--- src/rtl/alu_issue_queue.sv ---
// ALU reservation station: collapsing queue of dispatched ops with CDB operand wakeup
// and oldest-ready selection toward the ALU.
module alu_issue_queue #(
  parameter int unsigned DEPTH  = 4,
  parameter int unsigned TAG_W  = 4,
  parameter int unsigned DATA_W = 32
) (
  input  logic                         clk,
  input  logic                         rst,
  input  logic                         flush,
  input  logic                         disp_valid,
  output logic                         disp_ready,
  input  logic [DATA_W-1:0]            disp_src_1,
  input  logic [DATA_W-1:0]            disp_src_2,
  input  logic                         disp_src_1_rdy,
  input  logic                         disp_src_2_rdy,
  input  logic [TAG_W-1:0]             disp_src_1_tag,
  input  logic [TAG_W-1:0]             disp_src_2_tag,
  input  logic                         disp_dst_valid,
  input  logic [TAG_W-1:0]             disp_dst_tag,
  input  logic [2:0]                   disp_alu_ctrl,
  input  logic                         disp_funct7,
  input  logic                         disp_pred,
  input  logic [31:0]                  disp_target,
  input  logic                         cdb_valid,
  input  logic [TAG_W-1:0]             cdb_tag,
  input  logic [DATA_W-1:0]            cdb_data,
  output logic                         iss_valid,
  input  logic                         iss_ready,
  output logic [DATA_W-1:0]            iss_src_1,
  output logic [DATA_W-1:0]            iss_src_2,
  output logic                         iss_dst_valid,
  output logic [TAG_W-1:0]             iss_dst_tag,
  output logic [2:0]                   iss_alu_ctrl,
  output logic                         iss_funct7,
  output logic                         iss_pred,
  output logic [31:0]                  iss_target,
  output logic [$clog2(DEPTH+1)-1:0]   count
);

  localparam int unsigned CNT_W = $clog2(DEPTH + 1);
  localparam int unsigned IDX_W = $clog2(DEPTH);

  typedef struct packed {
    logic [DATA_W-1:0] src_1;
    logic              src_1_rdy;
    logic [TAG_W-1:0]  src_1_tag;
    logic [DATA_W-1:0] src_2;
    logic              src_2_rdy;
    logic [TAG_W-1:0]  src_2_tag;
    logic              dst_valid;
    logic [TAG_W-1:0]  dst_tag;
    logic [2:0]        alu_ctrl;
    logic              funct7;
    logic              pred;
    logic [31:0]       target;
  } entry_t;

  entry_t             r_q     [DEPTH];
  logic [CNT_W-1:0]   r_count;

  entry_t             w_woke  [DEPTH];
  entry_t             w_q_nxt [DEPTH];
  entry_t             w_disp_e;
  logic [DEPTH-1:0]   w_valid;
  logic               w_sel_found;
  logic [IDX_W-1:0]   w_sel_idx;
  logic               w_issue;
  logic               w_disp;
  logic [CNT_W-1:0]   w_wr_idx;
  logic [CNT_W-1:0]   w_count_nxt;

  // Capture a CDB broadcast into any not-yet-ready source of one entry.
  function automatic entry_t wake(input entry_t e, input logic v,
                                  input logic [TAG_W-1:0] t, input logic [DATA_W-1:0] d);
    wake = e;
    if (v && !e.src_1_rdy && (e.src_1_tag == t)) begin
      wake.src_1     = d;
      wake.src_1_rdy = 1'b1;
    end
    if (v && !e.src_2_rdy && (e.src_2_tag == t)) begin
      wake.src_2     = d;
      wake.src_2_rdy = 1'b1;
    end
  endfunction

  // Oldest valid entry with both operands ready.
  always_comb begin
    w_valid     = '0;
    w_sel_found = 1'b0;
    w_sel_idx   = '0;
    for (int i = 0; i < DEPTH; i++) begin
      w_valid[i] = (CNT_W'(i) < r_count);
    end
    for (int i = DEPTH - 1; i >= 0; i--) begin
      if (w_valid[i] && r_q[i].src_1_rdy && r_q[i].src_2_rdy) begin
        w_sel_found = 1'b1;
        w_sel_idx   = IDX_W'(i);
      end
    end
  end

  assign disp_ready = (r_count < CNT_W'(DEPTH));
  assign w_issue    = w_sel_found && iss_ready && !flush;
  assign w_disp     = disp_valid && disp_ready && !flush;
  assign w_wr_idx   = r_count - CNT_W'(w_issue);

  always_comb begin
    w_disp_e           = '0;
    w_disp_e.src_1     = disp_src_1;
    w_disp_e.src_1_rdy = disp_src_1_rdy;
    w_disp_e.src_1_tag = disp_src_1_tag;
    w_disp_e.src_2     = disp_src_2;
    w_disp_e.src_2_rdy = disp_src_2_rdy;
    w_disp_e.src_2_tag = disp_src_2_tag;
    w_disp_e.dst_valid = disp_dst_valid;
    w_disp_e.dst_tag   = disp_dst_tag;
    w_disp_e.alu_ctrl  = disp_alu_ctrl;
    w_disp_e.funct7    = disp_funct7;
    w_disp_e.pred      = disp_pred;
    w_disp_e.target    = disp_target;
    w_disp_e           = wake(w_disp_e, cdb_valid, cdb_tag, cdb_data);
  end

  // Next queue contents: wakeup, collapse over the issued slot, then append dispatch.
  always_comb begin
    for (int i = 0; i < DEPTH; i++) begin
      w_woke[i]  = w_valid[i] ? wake(r_q[i], cdb_valid, cdb_tag, cdb_data) : r_q[i];
      w_q_nxt[i] = w_woke[i];
    end
    for (int i = 0; i < DEPTH - 1; i++) begin
      if (w_issue && (IDX_W'(i) >= w_sel_idx)) begin
        w_q_nxt[i] = w_woke[i+1];
      end
    end
    for (int i = 0; i < DEPTH; i++) begin
      if (w_disp && (CNT_W'(i) == w_wr_idx)) begin
        w_q_nxt[i] = w_disp_e;
      end
    end
    if (flush) begin
      w_count_nxt = '0;
    end else begin
      w_count_nxt = r_count + CNT_W'(w_disp) - CNT_W'(w_issue);
    end
  end

  always_ff @(posedge clk or negedge rst) begin
    if (!rst) begin
      r_count <= '0;
      for (int i = 0; i < DEPTH; i++) begin
        r_q[i] <= '0;
      end
    end else begin
      r_count <= w_count_nxt;
      for (int i = 0; i < DEPTH; i++) begin
        r_q[i] <= w_q_nxt[i];
      end
    end
  end

  // Payload is zeroed whenever nothing is issuable.
  always_comb begin
    iss_valid     = w_sel_found;
    iss_src_1     = '0;
    iss_src_2     = '0;
    iss_dst_valid = 1'b0;
    iss_dst_tag   = '0;
    iss_alu_ctrl  = '0;
    iss_funct7    = 1'b0;
    iss_pred      = 1'b0;
    iss_target    = '0;
    if (w_sel_found) begin
      iss_src_1     = r_q[w_sel_idx].src_1;
      iss_src_2     = r_q[w_sel_idx].src_2;
      iss_dst_valid = r_q[w_sel_idx].dst_valid;
      iss_dst_tag   = r_q[w_sel_idx].dst_tag;
      iss_alu_ctrl  = r_q[w_sel_idx].alu_ctrl;
      iss_funct7    = r_q[w_sel_idx].funct7;
      iss_pred      = r_q[w_sel_idx].pred;
      iss_target    = r_q[w_sel_idx].target;
    end
  end

  assign count = r_count;

endmodule

--- config.mk ---
export PLATFORM = sky130hd
export DESIGN_NAME = alu_issue_queue
export DESIGN_NICKNAME = d
export VERILOG_FILES = /design/src/rtl/alu_issue_queue.sv
export SDC_FILE = /design/constraint.sdc
export NUM_CORES = 1
export LEC_CHECK = 0
export CAP_MARGIN = 20
export CORE_UTILIZATION = 52
export DETAILED_ROUTE_END_ITERATION = 10
export PLACE_DENSITY = 0.77
export SLEW_MARGIN = 15
export SYNTH_ARGS = -nofsm -noshare
export SYNTH_HDL_FRONTEND = slang
export SYNTH_SLANG_ARGS = --single-unit
--- constraint.sdc ---
create_clock -name clk -period 3.5 [get_ports clk]
set_clock_uncertainty 0.2 [all_clocks]
set_input_delay 0.525 -clock clk [delete_from_list [all_inputs] [get_ports clk]]
set_output_delay 0.525 -clock clk [all_outputs]
set_load 0.01 [all_outputs]
==> results.md <==
* CP arrival at 3.02 ns
* Initial antenna violation count at 10
* Worst slew pin tran at 0.8108 ns
* Placed Area at 30,610 um2
* Post-Syn Area at 26,590 um2
* Largest net degree at the start of global routing at 101
* GPL Wtd Cong at 0.9057
* Net count after synthesis at 3,076
* Most common cell after layout, fill and taps aside: nand2_1
* Synth async-reset ratio at 1.000
* Wire per inst at 25.92 um
* Hold slack at 0.2729 ns
* Clk_lat worst skew at 0.63 ns
* Starting Density at 0.5288
* Fin area at 33,680 um2
* Site row count at 82
* HP Class: primary input to asynchronous set/reset pin
* GRT Overall Usage at 0.3731
* Count of clock tree sinks at 467
* Final Hold Viols at 0
* Peak VDD IR at 0.5398 mV
* WS Path Type: flip-flop to primary output
* Cell Pwr Density at 822.0 nW/um2
* Yosys top cell by area: dfrtp_1
* Fmax at 266.7 MHz
* Post-synthesis cell count at 2,911
* Setup crit end kind: primary output
* Longest Clk Path Bufs at 3
* Number of global-route vias before repair at 27.17k
* IO Port Bufs at 268
* Die ar. at 52,040 um2
* Final worst slack at -0.2488 ns
* Slew HR at 0.4595
* Final wirelength at 100,600 um
* Die width at 228.1 um
* GRT met2 Usage at 0.5735
* Number of nets in the layout at 3,330
* CP startpoint: count[2]
* Crit path time final at 3.749 ns
* M3 GR Usage at 0.1071
* Initial DRC count at 4,033
* Failing checks: setup timing
* Grt ovf at 0
* Max Slew Vio Count at 0
* Met1 GRT Util at 0.4779
* Setup Viol. Count Final at 89
* Vias/cell at 6.886
* DRT antenna net count at 0
* CTS Root Cell: clkbuf_16
* DP HPWL at 58,810 um
* Period utilization at 1.071
* DR pass1 iterations at 7
* Area delta synth->final at 26.67%
* Fill cells at 3,664
* Multi-input logic area at 14,340 um2
* Busiest grt layer: met2
* Main flop type after synthesis: dfrtp_1
* Distinct cells, synth at 65
* Max-cap violations at 0
* Fraction of layout cells with a size suffix above 1 at 0.1847
* Height of the chip at 228.1 um
* # H-tree levels at 2
* RSZ-0062 raised after global routing: true
* Clk slew on worst S/H paths at 0.06 ns
* Outcome: finished, violations left
* Yosys reg bits at 467
* Dpl ws at -0.06940 ns
* Leak at 14.58 nW
* TritonCTS clock tree: done
* FF/Latch Area at 11,690 um2
* Post-synth EDFFs at 0
* CTS Buf Count at 51
* CP max FO at 8
* Post-synth top area share at 0.4396
* Register area share after synthesis at 0.4396
* Synth warn at 0
* Synth top area cells: dfrtp_1 (44%), mux2i_1 (14%), nand2_1 (7.4%)
* First-pass GRT wire length at 153,500 um
* Core box area at 50,270 um2
* Post-detailed-route DRC marker count at 0
* Crit Reg-Reg Startpoint: count[2]
* Mapped Avg Cell Area at 9.133 um2
* Critical Path RT at 2.77 ns
* Io pins at 269
* Routed via count at 26.73k
* Startpoint types: flip-flop
* Most frequent cells in the layout: nand2_1 (522), dfrtp_1 (467), nor2_1 (347)
==> sequential cells by signal, indices dropped and copies added, names as in the netlist <==
signal / count
r_q: 464
count: 3
==> cell type report <==
cell class | instances | share of cell area
inverters | 7 | 0.0007802
clock inverters | 12 | 0.004570
clock buffers | 81 | 0.04540
repair buffers | 485 | 0.1512
multi-input cells | 2153 | 0.4258
flip-flops and latches | 467 | 0.3470
diodes | 5 | 0.0003715
well taps | 672 | 0.02497
==> synthesized netlist by cell type (8+ instances only) <==
cell type and instances:
a21oi_1 64, a221o_1 31, a221oi_1 34, a31oi_1 153, a32o_1 28, buf_1 14, buf_2 86, buf_4 12
buf_6 8, clkbuf_1 163, dfrtp_1 467, mux2_2 31, mux2i_1 375, nand2_1 525, nand2b_1 8, nand3_1 9
nor2_1 350, nor3_1 35, o21ai_0 63, o221a_2 34, o221ai_1 34, o22a_1 35, o22ai_1 201, or3_1 36
xnor2_1 31, xor2_1 10
==> layer usage <==
layer / vias to the layer above / share of wire
met1: 12970 / 0.37
met3: 435 / 0.13
met2: 2230 / 0.45
met4: 14 / 0.044
met5: - / 0.00082
li1: 11080 / -
==> report_power, final <==
group | leakage [nW] | switching, mW | total [mW] | internal (mW)
sequential | 5.54 | 2.33 | 10.3 | 7.96
clock | 0.827 | 2.36 | 5.51 | 3.14
combinational | 8.22 | 6.30 | 11.9 | 5.58
==> stage by stage <==
stage	utilization	total power, mW	TNS [ns]	cells
2_1_floorplan	-	16.45	0	2911
3_3_place_gp	0.6088	20.07	0	3695
3_5_place_dp	0.6088	20.73	-1.354	3695
4_1_cts	0.6574	26.60	-3.765	3852
5_1_grt	0.6698	28.86	-15.65	3879
6_report	0.6699	27.68	-11.28	3882
==> final timing paths <==
check | endpoint | slack (ns) | depth (start not counted)
worst max-delay path | iss_src_2[25] | -0.25 | 12
worst min-delay path | r_q[102] | 0.27 | 2
worst max register to register | r_q[423] | 0.09 | 14
worst min register to register | r_q[7] | 0.30 | 2
max in group asynchronous | r_q[397] | 1.79 | 3
min in group clk | r_q[7] | 0.30 | 2
==> cells by family (layout without fill, tap and decap cells) <==
family          after synthesis  count (layout)  share of synthesized area
flops                       467             467                     0.4396
buf+inv                     292             585                    0.04932
compound gates              702             703                     0.1868
other cells                   0               5                          0
mux                         407             407                     0.1552
fa+ha+maj                     7               7                   0.003577
xor+xnor                     41              41                    0.01351
simple gates                995             995                     0.1521
==> critical path, stage by stage (launching register included) <==
cell	delay, ns
dfrtp_1	0.39
inv_2	0.11
ha_4	0.15
and3b_2	0.24
a21oi_4	0.22
o21a_4	0.23
buf_12	0.14
buf_12	0.15
buf_8	0.13
clkbuf_16	0.15
mux2i_2	0.22
o22ai_1	0.11
buf_2	0.17
==> timing repair <==
item	4_1_cts	5_1_grt
pin swaps	35	42
endpoints found under the hold margin	76	0
setup endpoints to repair	106	220
hold buffers	1	0
gates cloned	12	4
resized for setup	469	123
setup buffers	53	29
Power figures use the tool's default switching activity.
